File: src/rtl/ula_multiciclo_pkg.sv
// Shared opcode and state definitions for the multi-cycle ALU.
package ula_multiciclo_pkg;

  typedef enum logic [2:0] {
    OP_ADDU = 3'd0,
    OP_ADDS = 3'd1,
    OP_MULS = 3'd2,
    OP_SUB  = 3'd3,
    OP_AND  = 3'd4,
    OP_OR   = 3'd5,
    OP_SLT  = 3'd6,
    OP_MULU = 3'd7
  } op_e;

  typedef enum logic {
    OCIOSO  = 1'b0,
    CALCULA = 1'b1
  } estado_e;

  function automatic logic eh_mult(input op_e op);
    return (op == OP_MULS) || (op == OP_MULU);
  endfunction

endpackage

File: src/rtl/ula_multiciclo_multiplicador.sv
// Unsigned shift-add multiplier core: one partial product per clock, LARGURA steps.
module multiplicador_seq #(
  parameter int LARGURA = 8
) (
  input  logic                   clock,
  input  logic                   reset_n,
  input  logic                   inicio,
  input  logic [LARGURA-1:0]     a,
  input  logic [LARGURA-1:0]     b,
  output logic                   fim,
  output logic [2*LARGURA-1:0]   produto
);

  localparam int LARG_CONT = $clog2(LARGURA + 1);

  logic [LARGURA-1:0]   mcand_q;
  logic [2*LARGURA-1:0] prod_q, prod_d;
  logic [LARG_CONT-1:0] cont_q;
  logic [LARGURA:0]     soma;

  // Upper half accumulates, lower half holds the remaining multiplier bits.
  always_comb begin
    soma   = {1'b0, prod_q[2*LARGURA-1:LARGURA]} + (prod_q[0] ? {1'b0, mcand_q} : '0);
    prod_d = {soma, prod_q[LARGURA-1:1]};
  end

  // fim flags the edge that performs the final iteration; produto is its result.
  assign fim     = (cont_q == LARG_CONT'(1));
  assign produto = prod_d;

  always_ff @(posedge clock or negedge reset_n) begin
    if (!reset_n) begin
      mcand_q <= '0;
      prod_q  <= '0;
      cont_q  <= '0;
    end else if (inicio) begin
      mcand_q <= a;
      prod_q  <= {{LARGURA{1'b0}}, b};
      cont_q  <= LARG_CONT'(LARGURA);
    end else if (cont_q != '0) begin
      prod_q  <= prod_d;
      cont_q  <= cont_q - 1'b1;
    end
  end

endmodule

File: src/rtl/ula_multiciclo.sv
// Registered ALU: single-cycle ops answer in one cycle, multiplies run LARGURA cycles.
module ula_multiciclo
  import ula_multiciclo_pkg::*;
#(
  parameter int LARGURA = 8
) (
  input  logic               clock,
  input  logic               reset_n,
  input  logic               valido,
  input  logic [2:0]         Operacao,
  input  logic [LARGURA-1:0] in1,
  input  logic [LARGURA-1:0] in2,
  output logic               ocupado,
  output logic               pronto,
  output logic [LARGURA-1:0] saida,
  output logic [LARGURA-1:0] saida_alta,
  output logic               saida_comp,
  output logic               zero,
  output logic               overflow
);

  localparam int MSB = LARGURA - 1;
  localparam int LP  = 2 * LARGURA;

  estado_e            estado_q;
  op_e                op;
  logic               ocupado_q, pronto_q, comp_q, zero_q, ovf_q;
  logic [LARGURA-1:0] saida_q, alta_q;
  logic               sinal_q, eh_mulu_q, comp_pend_q;

  logic [LARGURA:0]   soma;
  logic [LARGURA-1:0] dif, res_d, mag_a, mag_b;
  logic               ovf_d, inicio, mul_fim, mul_ovf;
  logic [LP-1:0]      mul_prod, prod_s;

  assign op = op_e'(Operacao);

  always_comb begin
    soma  = {1'b0, in1} + {1'b0, in2};
    dif   = in1 - in2;
    res_d = '0;
    ovf_d = 1'b0;
    case (op)
      OP_ADDU: begin res_d = soma[MSB:0]; ovf_d = soma[LARGURA]; end
      OP_ADDS: begin
        res_d = soma[MSB:0];
        ovf_d = (in1[MSB] == in2[MSB]) && (soma[MSB] != in1[MSB]);
      end
      OP_SUB: begin
        res_d = dif;
        ovf_d = (in1[MSB] != in2[MSB]) && (dif[MSB] != in1[MSB]);
      end
      OP_AND:  res_d = in1 & in2;
      OP_OR:   res_d = in1 | in2;
      OP_SLT:  res_d = {{(LARGURA-1){1'b0}}, $signed(in1) < $signed(in2)};
      default: res_d = '0;
    endcase
  end

  // MULS feeds magnitudes to the unsigned core; -2^(LARGURA-1) still fits unsigned.
  always_comb begin
    mag_a = in1;
    mag_b = in2;
    if (op == OP_MULS) begin
      if (in1[MSB]) mag_a = ~in1 + LARGURA'(1);
      if (in2[MSB]) mag_b = ~in2 + LARGURA'(1);
    end
  end

  assign inicio = (estado_q == OCIOSO) && valido && eh_mult(op);

  multiplicador_seq #(.LARGURA(LARGURA)) u_mult (
    .clock   (clock),
    .reset_n (reset_n),
    .inicio  (inicio),
    .a       (mag_a),
    .b       (mag_b),
    .fim     (mul_fim),
    .produto (mul_prod)
  );

  always_comb begin
    prod_s  = sinal_q ? (~mul_prod + LP'(1)) : mul_prod;
    mul_ovf = eh_mulu_q ? (prod_s[LP-1:LARGURA] != '0)
                        : (prod_s[LP-1:LARGURA] != {LARGURA{prod_s[MSB]}});
  end

  always_ff @(posedge clock or negedge reset_n) begin
    if (!reset_n) begin
      estado_q    <= OCIOSO;
      ocupado_q   <= 1'b0;
      pronto_q    <= 1'b0;
      saida_q     <= '0;
      alta_q      <= '0;
      comp_q      <= 1'b0;
      zero_q      <= 1'b0;
      ovf_q       <= 1'b0;
      sinal_q     <= 1'b0;
      eh_mulu_q   <= 1'b0;
      comp_pend_q <= 1'b0;
    end else begin
      pronto_q <= 1'b0;
      case (estado_q)
        OCIOSO: begin
          if (valido) begin
            if (eh_mult(op)) begin
              estado_q    <= CALCULA;
              ocupado_q   <= 1'b1;
              sinal_q     <= (op == OP_MULS) && (in1[MSB] ^ in2[MSB]);
              eh_mulu_q   <= (op == OP_MULU);
              comp_pend_q <= (in1 == in2);
            end else begin
              saida_q  <= res_d;
              alta_q   <= '0;
              comp_q   <= (in1 == in2);
              zero_q   <= (res_d == '0);
              ovf_q    <= ovf_d;
              pronto_q <= 1'b1;
            end
          end
        end
        CALCULA: begin
          if (mul_fim) begin
            saida_q   <= prod_s[MSB:0];
            alta_q    <= prod_s[LP-1:LARGURA];
            comp_q    <= comp_pend_q;
            zero_q    <= (prod_s[MSB:0] == '0);
            ovf_q     <= mul_ovf;
            pronto_q  <= 1'b1;
            ocupado_q <= 1'b0;
            estado_q  <= OCIOSO;
          end
        end
        default: estado_q <= OCIOSO;
      endcase
    end
  end

  assign ocupado    = ocupado_q;
  assign pronto     = pronto_q;
  assign saida      = saida_q;
  assign saida_alta = alta_q;
  assign saida_comp = comp_q;
  assign zero       = zero_q;
  assign overflow   = ovf_q;

endmodule

File: config.mk
export PLATFORM = sky130hd
export DESIGN_NAME = ula_multiciclo
export DESIGN_NICKNAME = d
export VERILOG_FILES = /design/src/rtl/ula_multiciclo_pkg.sv /design/src/rtl/ula_multiciclo_multiplicador.sv /design/src/rtl/ula_multiciclo.sv
export SDC_FILE = /design/constraint.sdc
export NUM_CORES = 1
export LEC_CHECK = 0
export CORE_MARGIN = 2
export CORE_UTILIZATION = 62
export DETAILED_ROUTE_END_ITERATION = 8
export PLACE_DENSITY_LB_ADDON = 0.05
export SLEW_MARGIN = 20
export SYNTH_ARGS = -nofsm -noshare
export SYNTH_HDL_FRONTEND = slang
export SYNTH_SLANG_ARGS = --single-unit
File: constraint.sdc
create_clock -name clock -period 6.6 [get_ports clock]
set_input_delay 0.66 -clock clock [delete_from_list [all_inputs] [get_ports clock]]
set_output_delay 0.66 -clock clock [all_outputs]
set_load 0.01 [all_outputs]
# Yosys cells after proc, flatten, opt, wreduce, memory -nomap -nowiden
# Cells that the tools add are included.
[word_totals] inputBits=22 elab_cells=108 regBits=53
[op_classes] bitwise_logic=7 magnitude_cmp=1 n_reduce_logical=16 addsub=7 muxes=45 eq_ne=18
[op_table] cell="8-bit 2-to-1 mux" n=11
[op_table] cell="16-bit 2-to-1 mux" n=3
[op_table] cell="8-bit one-hot mux with 5 select lines" n=1
[op_table] cell="8-bit one-hot mux with 2 select lines" n=2
[op_table] cell="1-bit 2-to-1 mux" n=19
[op_table] cell="16-bit by 1-bit adder with 16-bit output, second input constant" n=1
[op_table] cell="8-bit by 1-bit adder with 8-bit output, second input constant" n=2
[op_table] cell="8-bit zero test" n=2
[op_table] cell="16-bit NOT" n=1
[op_table] cell="8-bit NOT" n=2
[op_table] cell="3-bit equality test, second input constant" n=4
[op_table] cell="1-bit one-hot mux with 2 select lines" n=6
[op_table] cell="8-bit by 8-bit adder with 9-bit output" n=1
[op_table] cell="8-bit by 9-bit adder with 9-bit output" n=1
[op_table] cell="3-bit AND reduction" n=3
[op_table] cell="8-bit bitwise AND" n=1
[op_table] cell="8-bit equality test" n=1
[op_table] cell="8-bit < comparator" n=1
[op_table] cell="4-bit 2-to-1 mux" n=2
[op_table] cell="8-bit != test" n=1
[op_table] cell="8-bit bitwise OR" n=1
[op_table] cell="8-bit nonzero test" n=1
[op_table] cell="8-bit subtractor" n=1
[op_table] cell="3-bit by 2-bit equality test with 1-bit output, second input constant" n=2
[op_table] cell="16 further kinds" n=24

# Logic depth before layout (Yosys ltp)
# Gate-level depths: netlist (run 1).
[depth] word_depth=9 mapped_depth=12 mapped_depth_nobuf=12

# By module
# A second synthesis (run 1) with hierarchy kept.
[unflattened] cells_unflattened=541 hier_area_um2=4630.7
[by_module_without_submodules] module="ula_multiciclo" area_per_inst_um2=2961.6 cells_per_inst=375 n_inst=1 seq_area_each_um2=625.6
[by_module_without_submodules] module="multiplicador_seq" area_per_inst_um2=1669.1 cells_per_inst=166 n_inst=1 seq_area_each_um2=700.7

# Worst setup path after synthesis (run 1)
# Ideal clock, no wire load.
[synth_path] kind="register -> register" from="reg u_mult.prod_q[0]" to="reg ovf_q, in the netlist overflow" arrival_ns=3.261 path_slack_ns=3.220 synth_period_minus_slack_ns=3.380 stages_incl_launch_ff=12 cell_sequence="dfrtp_1 -> and2_1 -> ha_1 -> fa_1 -> a211oi_1 -> nor2_1 -> xor2_1 -> o41ai_2 -> xnor2_1 -> or4_1 -> or4_1 -> a31o_1"
[synth_via] elab_chain_cells=9 elab_cells_between_ends=10
[synth_rtl] element="start, declared" line_no="ula_multiciclo_multiplicador.sv:17" text="logic [2*LARGURA-1:0] prod_q, prod_d;"
[synth_rtl] element="start signal, assigned" line_no="ula_multiciclo_multiplicador.sv:38" text="prod_q <= {{LARGURA{1'b0}}, b};"
[synth_rtl] element="start signal, assigned" line_no="ula_multiciclo_multiplicador.sv:41" text="prod_q <= prod_d;"
[synth_rtl] element="8-bit 2-to-1 mux *" line_no="ula_multiciclo_multiplicador.sv:23" text="soma = {1'b0, prod_q[2*LARGURA-1:LARGURA]} + (prod_q[0] ? {1'b0, mcand_q} : '0);"
[synth_rtl] element="8-bit by 9-bit adder with 9-bit output *" line_no="ula_multiciclo_multiplicador.sv:23"
[synth_rtl] element="16-bit NOT" line_no="ula_multiciclo.sv:83" text="prod_s = sinal_q ? (~mul_prod + LP'(1)) : mul_prod;"
[synth_rtl] element="16-bit by 1-bit adder with 16-bit output" line_no="ula_multiciclo.sv:83"
[synth_rtl] element="16-bit 2-to-1 mux *" line_no="ula_multiciclo.sv:83"
[synth_rtl] element="8-bit != test or 8-bit nonzero test (tied branches)" line_no="ula_multiciclo.sv:85, ula_multiciclo.sv:84"
[synth_rtl] element="1-bit 2-to-1 mux *" line_no="ula_multiciclo.sv:84" text="mul_ovf = eh_mulu_q ? (prod_s[LP-1:LARGURA] != '0)"
[synth_rtl] element="1-bit 2-to-1 mux *" line_no="ula_multiciclo.sv:123" text="if (mul_fim) begin"
[synth_rtl] element="1-bit one-hot mux with 2 select lines *" line_no="ula_multiciclo.sv:103" text="case (estado_q)"
[synth_rtl] element="end signal, assigned" line_no="ula_multiciclo.sv:117" text="ovf_q <= ovf_d;"
[synth_rtl] element="end signal, assigned" line_no="ula_multiciclo.sv:128" text="ovf_q <= mul_ovf;"
[synth_rtl] element="end, declared" line_no="ula_multiciclo.sv:27" text="logic ocupado_q, pronto_q, comp_q, zero_q, ovf_q;"
# Mark *: on every way between the ends. The rest lies on a longest branch, timed or not. The select of a mux whose other input is x is not followed.
# A chain may end at the register's enable or synchronous reset.

# Worst setup path in the final report (run 1)
# Ends and elaborated chain as after synthesis.

==> impl_metrics.ini, run 1 <==
[synthesis]
synth.distinct_cells = 53
async_flop_share_pct = 100
synth_edf_count = 0
seq_area_frac_synth_pct = 31.6
yosys_warnings = 0
synth_area_leaders = dfrtp_1, ha_1, nand2_1
synth_nets = 582
netlist_instances = 519
synth_top_area_share_pct = 31.6
syn_avg_cell_area_sq_um = 8.10
syn_area_sq_mm = 0.00420
yosys.area.top_type = dfrtp_1
ys_dominant_reg_cell = dfrtp_1
synth-seq-cells = 53

[pwr]
ir_drop_mv = 0.118
p_leak_nw = 2.10
p_per_area_mw_per_mm2 = 376

[clock_tree]
post_cts_buffers = 0
cts_sinks = 53
cts_htree_levels = 2
clock_latency_ps = 310
cts_tree = done
clk_pin_slew_ps = 100
cts_resized = 0
cts-root-buf = clkbuf_8
holdBufCountCts = 0
cts_buffers = 5
clock_path_buffers = 2

[layout]
mostFrequentLayoutCells = nand2_1, dfrtp_1, nor2_1, o21ai_0, clkdlybuf4s50_1
fillCellCount = 576
multi_input_area_sq_mm = 0.00268
drive_above_1_share_pct = 3.27
finalNonFillerCells = 631
seq_area_sq_mm = 0.00133
antenna_cells = 0
final_common_cell = nand2_1
area_growth_pct = 13.0
fin_nets = 613

[critical_path]
worst-endpoint-arrival_ps = 3830
cp-startpoint = u_mult.prod_q[0]
critPathLaunchType = flop
required_ps = 6810
critPathBufInv = 0
path_delay_family = compound AO/OA/AOI/OAI gates
path_cells = and2_1 > ha_1 > a211oi_2 > o21bai_1 > a211o_1 > o21ai_2 > or4b_1 > o31ai_1 > xnor2_1 > or4_1 > a31o_1
max_stage_delay_ps = 500
r2r_end = overflow
ff2ff_path_depth = 11
path_max_fanout = 9
worstSetupPathType = reg2reg
reg2reg_from = u_mult.prod_q[0]
cpMaxStageDelayCell = or4b_1
rrSetupSlack_ps = 2980
endpoint_kind = flop

[min_path]
min_path_type = in2async

[detailed_routing]
drt_first_pass_iters = 5
via_per_inst = 6.09
post-route-drc-count = 0
via_count = 3841
post_drt_wl_per_cell_um = 17.0
routed_wl_um = 10700
drtIter0Drc = 293
ant_nets = 0

[floorplanning]
dieArea_sq_mm = 0.00745
coreArea_sq_mm = 0.00668
die_w_um = 86.3
initial_core_util_pct = 62.9
dieHeight_um = 86.3
fp-row-count = 30
io_pins = 43

[timing]
clock_skew_ps = 8.51
max_freq_ghz = 0.277
rsz0062_at_grt = false
final-hold-violation-count = 0
timing.setup.tns_ps = 0
setup_violations = 0
report.final.slew_viol_count = 0
tightest_slew_ps = 1040
fin_crit_sh_pct = 54.8
relSlewSlack_pct = 30.5
fin_crit_ps = 3620

[grt]
grt_pass1_wl_um = 17900
overflow = 0
grt_pass1_vias = 3701
grt_max_degree = 54
grt_use_total_pct = 30.4
antenna_found_initial = 0

[placement]
io_buffers = 42
dp_cells = 623
hpwl_um = 8430
gp_congestion = 0.916

[flow_run]
drv_cap = 0

[outcome]
status = complete, no violations
cells in the mapped netlist (2+ instances only):
master	n
a211oi_1	9
a21o_1	3
a21oi_1	26
a221o_1	3
a221oi_1	5
a22oi_1	3
a31oi_1	14
and2_1	9
and3_1	2
clkbuf_1	20
dfrtp_1	53
fa_1	3
ha_1	38
inv_1	33
mux2i_1	3
nand2_1	75
nand2b_1	5
nand3_1	8
nand4_1	4
nor2_1	52
nor2b_1	4
nor3_1	13
nor4_1	4
o21a_1	3
o21ai_0	43
o21ai_1	2
o21bai_1	8
o221ai_1	2
o22ai_1	6
o31ai_1	5
o41ai_1	2
or3_1	2
or4_1	2
xnor2_1	25
xor2_1	12
power breakdown:
part / switching [mW] / internal, mW
sequential: 0.126 / 0.466
combinational: 0.577 / 0.430
clock: 0.112 / 0.0747
per-layer routing:
| layer | routed length [um] | GRT usage (%) | share of wire [%] | vias to the layer above |
|---|---|---|---|---|
| met5 | 0 | 0 | 0 | - |
| met1 | 4610 | 38.5 | 43 | 1808 |
| li1 | - | - | - | 1883 |
| met4 | 391 | 12.8 | 3.6 | 0 |
| met3 | 450 | 3.81 | 4.2 | 25 |
| met2 | 5290 | 52.4 | 49 | 125 |
per-stage QoR:
step	hold WS, ps	area (sq um)	utilization [%]	power (mW)	setup slack, ps
3_5_place_dp	464	4660	69.7	1.60	2930
3_3_place_gp	454	4660	69.7	1.56	2930
2_1_floorplan	364	4200	-	1.28	3220
6_report	460	4750	71.1	1.79	2980
4_1_cts	483	4750	71.1	1.78	3000
5_1_grt	507	4750	71.1	1.94	2790
final cells by class:
type,instances,area share (%)
multi-input cells,413,56.4
flip-flops and latches,53,27.9
repair buffers,44,9.06
inverters,33,2.61
well taps,80,2.11
clock buffers,5,1.45
clock inverters,3,0.474
logic make-up (layout without fill, tap and decap cells):
family	count (synthesis)	count (layout)	synth area share (%)
multiplexers	4	4	0.983
buffers and inverters	53	85	4.73
adder cells (fa/ha/maj)	41	41	12.7
flip-flops	53	53	31.6
XOR/XNOR	37	37	7.71
AO/OA/AOI/OAI	146	146	22.5
AND/OR/NAND/NOR	185	185	19.8
sequential cells by signal, summed over array words and instances, names as in the netlist:
signal / flops
comp_pend_q: 1
eh_mulu_q: 1
estado_q: 1
ocupado: 1
overflow: 1
pronto: 1
saida: 8
saida_alta: 8
saida_comp: 1
sinal_q: 1
u_mult.cont_q: 4
u_mult.mcand_q: 8
u_mult.prod_q: 16
zero: 1
how the worst max path moves through the flow:
stage                    end  cells past startpoint
finish              overflow                     11
global route        overflow                     11
CTS                 overflow                     11
detailed placement  saida[7]                     12
global placement    saida[7]                     12
floorplan           overflow                     11
(Power assumes the default switching activity.)
==> run 2, diff against run 1 <==
--- a/config.mk
+++ b/config.mk
@@ -6,7 +6,7 @@
 export NUM_CORES = 1
 export LEC_CHECK = 0
 export CORE_MARGIN = 2
-export CORE_UTILIZATION = 62
+export CORE_UTILIZATION = 52
 export DETAILED_ROUTE_END_ITERATION = 8
 export PLACE_DENSITY_LB_ADDON = 0.05
 export SLEW_MARGIN = 20
==> constraint.sdc (replaced) <==
create_clock -name clock -period 3.05 [get_ports clock]
set_input_delay 0.305 -clock clock [delete_from_list [all_inputs] [get_ports clock]]
set_output_delay 0.305 -clock clock [all_outputs]
set_load 0.01 [all_outputs]
==> impl_metrics.ini, run 2 (synthesis gave the netlist of run 1 again) <==
[outcome]
status = finished with violations
violations = setup timing

[layout]
fillCellCount = 667
finalNonFillerCells = 731
regMostFlops = u_mult.prod_q
fin_nets = 691
mostFrequentLayoutCells = buf_4, nand2_1, dfrtp_1, nor2_1, clkdlybuf4s50_1
drive_above_1_share_pct = 18.1
area_growth_pct = 31.4
final_util_pct = 71.1
antenna_cells = 0
largest_register_ffs = 16
final_common_cell = buf_4

[timing]
max_freq_ghz = 0.297
tightest_slew_ps = 660
fin_crit_ps = 3370
clock_skew_ps = 14.5
rsz0062_at_grt = true
setup_violations = 1
final-hold-violation-count = 0
relSlewSlack_pct = 55.9
report.final.slew_viol_count = 0
setup_ws_ps = -320
fin_crit_sh_pct = 111

[detailed_routing]
ant_nets = 0
via_per_inst = 5.67
post_drt_wl_per_cell_um = 16.6
drtIter0Drc = 243
routed_wl_um = 12100
drt_first_pass_iters = 6
post-route-drc-count = 0
via_count = 4143

[clock_tree]
cts_sinks = 53
cts_buffers = 5
cts_tree = done
clock_path_buffers = 2
clock_latency_ps = 320
clk_pin_slew_ps = 100
cts-root-buf = clkbuf_8
cts_htree_levels = 2

[floorplanning]
die_w_um = 93.9
io_pins = 43
fp-row-count = 32
dieArea_sq_mm = 0.00882
coreArea_sq_mm = 0.00777
initial_core_util_pct = 54.1
dieHeight_um = 93.9

[grt]
grt_pass1_wl_um = 19500
antenna_found_initial = 0
grt_use_total_pct = 28.1
grt_max_degree = 33
overflow = 0
grt_pass1_vias = 4194

[pwr]
p_sw_share_pct = 43.3
pwr-share-comb_pct = 65.5
pwr-share-seq_pct = 25.8
p_per_area_mw_per_mm2 = 877
p_switching_mw = 2.10
p_total_mw = 4.84
intPower_mw = 2.75
ir_drop_mv = 0.394
pwr-share-clk_pct = 8.8
p_leak_nw = 2.51

[flow_run]
drv_cap = 0

[critical_path]
required_ps = 3260
rrSetupSlack_ps = -320
reg2reg_from = u_mult.prod_q[0]
critPathLaunchType = flop
r2r_end = overflow
endpoint_kind = flop
path_max_fanout = 6
ff2ff_path_depth = 11
worst-endpoint-arrival_ps = 3580
worstSetupPathType = reg2reg

[placement]
io_buffers = 42
hpwl_um = 9550
dp_cells = 715
pre_cts_ws_ps = -338
gp_congestion = 0.877

[min_path]
min_path_type = in2async
-- run 2: metrics by stage --
stage / hold slack (ps) / area, sq um / setup TNS (ps)
finish: 467 / 5520 / -320
global placement: 285 / 5270 / -252
floorplan: 9.41 / 4240 / -181
CTS: 490 / 5460 / -256
detailed placement: 294 / 5270 / -396
global route: 519 / 5520 / -529
-- run 2: power by group through the flow --
stage                     logic [mW]  clock network (mW)  registers, mW
after global placement          2.78                   0           1.24
after floorplan                 1.59                   0           1.24
after detailed placement        2.85                   0           1.25
after CTS                       3.02               0.426           1.24
after global routing            3.44               0.452           1.29
final                           3.17               0.424           1.25
-- run 2: area by class of cell --
cell class | instances | area (sq um) | area share, %
repair buffers | 122 | 1030 | 18.7
well taps | 102 | 128 | 2.31
inverters | 33 | 124 | 2.24
flip-flops and latches | 53 | 1330 | 24.0
clock buffers | 5 | 68.8 | 1.25
clock inverters | 3 | 25.0 | 0.453
multi-input cells | 413 | 2820 | 51.0
-- run 2: worst max path at each step --
stage / from / endpoint / slack [ps] / cells past startpoint
global placement: u_mult.prod_q[0] / overflow / -250 / 11
CTS: u_mult.prod_q[0] / overflow / -260 / 11
finish: u_mult.prod_q[0] / overflow / -320 / 11
global route: u_mult.prod_q[0] / overflow / -430 / 11
floorplan: u_mult.prod_q[0] / overflow / -180 / 11
detailed placement: u_mult.prod_q[0] / overflow / -340 / 12
-- run 2: what timing repair did --
item                                   CTS  global route
setup endpoints to repair                2             4
endpoints found under the hold margin   21             0
cloned                                   0             0
buffers inserted                         7             1
resized for setup                        7            11
pin swaps                               18             6
hold buffers                             1             0
-- run 2: worst max-delay path, cell delays in order (launching register included) --
cell and delay (ps):
dfrtp_1 430, and2_4 180, ha_4 150, fa_2 360, a211oi_2 260, nor2_2 100
xor2_2 180, or4b_4 600, o31ai_4 210, xor2_1 120, or4_1 500, a31o_1 180
-- run 2: per-layer routing --
metal,wire length [um],vias up,GRT usage [%]
met4,214,0,7.85
met5,0,-,0
met1,5190,1970,33.5
met2,6240,110,53.1
li1,-,2043,-
met3,477,20,2.89
==> run 3, diff against run 2 <==
--- a/config.mk
+++ b/config.mk
@@ -6,7 +6,7 @@
 export NUM_CORES = 1
 export LEC_CHECK = 0
 export CORE_MARGIN = 2
-export CORE_UTILIZATION = 52
+export CORE_UTILIZATION = 62
 export DETAILED_ROUTE_END_ITERATION = 8
 export PLACE_DENSITY_LB_ADDON = 0.05
 export SLEW_MARGIN = 20
==> constraint.sdc (replaced) <==
create_clock -name clock -period 4.29 [get_ports clock]
set_input_delay 0.429 -clock clock [delete_from_list [all_inputs] [get_ports clock]]
set_output_delay 0.429 -clock clock [all_outputs]
set_load 0.01 [all_outputs]
==> impl_metrics.ini, run 3 (synthesis gave the netlist of run 1 again) <==
[outcome]
status = complete, no violations

[detailed_routing]
ant_nets = 0
post_drt_wl_per_cell_um = 17.3
via_per_inst = 6.22
via_count = 3929
post-route-drc-count = 0
routed_wl_um = 10900
drt_first_pass_iters = 5
drtIter0Drc = 309

[grt]
antenna_found_initial = 0
overflow = 0
grt_pass1_wl_um = 18300
grt_use_total_pct = 31.0
grt_max_degree = 54
grt_pass1_vias = 3703

[timing]
setup_violations = 0
relSlewSlack_pct = 29.6
clock_skew_ps = 3.51
rsz0062_at_grt = false
fin_crit_sh_pct = 89.3
max_freq_ghz = 0.261
report.final.slew_viol_count = 0
tightest_slew_ps = 1050
fin_crit_ps = 3830
final-hold-violation-count = 0
timing.setup.tns_ps = 0

[floorplanning]
dieArea_sq_mm = 0.00745
die_w_um = 86.3
io_pins = 43
fp-row-count = 30
dieHeight_um = 86.3
coreArea_sq_mm = 0.00668
initial_core_util_pct = 62.9

[critical_path]
rrSetupSlack_ps = 460
worstSetupPathType = reg2reg
max_stage_delay_ps = 590
worst-endpoint-arrival_ps = 4040
r2r_end = overflow
ff2ff_path_depth = 11
cp.depth = 11
critPathLaunchType = flop
endpoint_kind = flop
path_max_fanout = 9
cpMaxStageDelayCell = or4b_1
required_ps = 4490
reg2reg_from = u_mult.prod_q[0]
path_cells = and2_1 > ha_1 > fa_1 > a211oi_1 > nor2_1 > xor2_1 > or4b_1 > o31ai_1 > xnor2_1 > or4_1 > a31o_1
path_delay_family = simple AND/OR/NAND/NOR gates
critPathBufInv = 0

[layout]
antenna_cells = 0
final_common_cell = nand2_1
fin_nets = 614
drive_above_1_share_pct = 3.26
finalNonFillerCells = 632
mostFrequentLayoutCells = nand2_1, dfrtp_1, nor2_1, o21ai_0, clkdlybuf4s50_1
largest_register_ffs = 16
area_growth_pct = 13.8
regMostFlops = u_mult.prod_q

[clock_tree]
cts_sinks = 53
cts_buffers = 5
clock_latency_ps = 310
holdBufCountCts = 0
cts_tree = done
post_cts_buffers = 0
cts-root-buf = clkbuf_8
clock_path_buffers = 2
cts_htree_levels = 2
cts_resized = 0
clk_pin_slew_ps = 90

[pwr]
p_total_mw = 2.82
ir_drop_mv = 0.213
p_per_area_mw_per_mm2 = 591
p_leak_nw = 2.12

[placement]
gp_congestion = 0.949
dp_cells = 624
hpwl_um = 8530
io_buffers = 42

[flow_run]
drv_cap = 0

[min_path]
min_path_type = in2async
## run 3: cell types whose count changed in the layout (fill, tap and decap cells not counted), moves of 3 or more
| cell | before | now |
|---|---|---|
| buf_4 | 78 | 3 |
| ha_1 | 35 | 38 |
| ha_4 | 3 | 0 |
| o21ai_0 | 39 | 43 |
| o21ai_2 | 4 | 1 |
## run 3: how the worst max path moves through the flow
stage / startpoint / end
floorplan: u_mult.prod_q[0] / overflow
global placement: u_mult.prod_q[0] / overflow
detailed placement: u_mult.prod_q[0] / overflow
CTS: u_mult.prod_q[0] / overflow
global route: u_mult.prod_q[0] / overflow
finish: u_mult.prod_q[0] / overflow
## run 3: power by group
part	switching, mW	internal, mW	total, mW
clock	0.161	0.190	0.351
combinational	0.897	0.662	1.56
sequential	0.197	0.717	0.914
## run 3: final cells by class
cell class	count	area [sq um]
flip-flops and latches	53	1330
inverters	33	124
well taps	80	100
multi-input cells	413	2680
fillers	577	1900
repair buffers	45	438
clock inverters	1	30.0
clock buffers	7	86.3
## run 3: worst register-to-register path: cells and delay by family, from the launching register on
kind / cells / cell delay [ps]
compound gates: 3 / 880
xor+xnor: 2 / 360
fa+ha+maj: 2 / 650
flops: 1 / 460
simple gates: 4 / 1370
## run 3: through the flow
| step | setup WS, ps | hold WS, ps | cell area, sq um | utilization, % |
|---|---|---|---|---|
| floorplan | 910 | 133 | 4200 | - |
| global placement | 790 | 460 | 4660 | 69.8 |
| detailed placement | 646 | 470 | 4660 | 69.8 |
| CTS | 532 | 268 | 4780 | 71.6 |
| global route | 299 | 290 | 4780 | 71.6 |
| finish | 458 | 224 | 4780 | 71.6 |
## run 3: routing by layer
metal | wire length, um | global-route usage [%] | vias up
met1 | 4750 | 40.3 | 1921
met4 | 245 | 9.66 | 0
met5 | 0 | 0 | -
met2 | 5550 | 54.2 | 107
met3 | 389 | 3.24 | 19
li1 | - | - | 1882
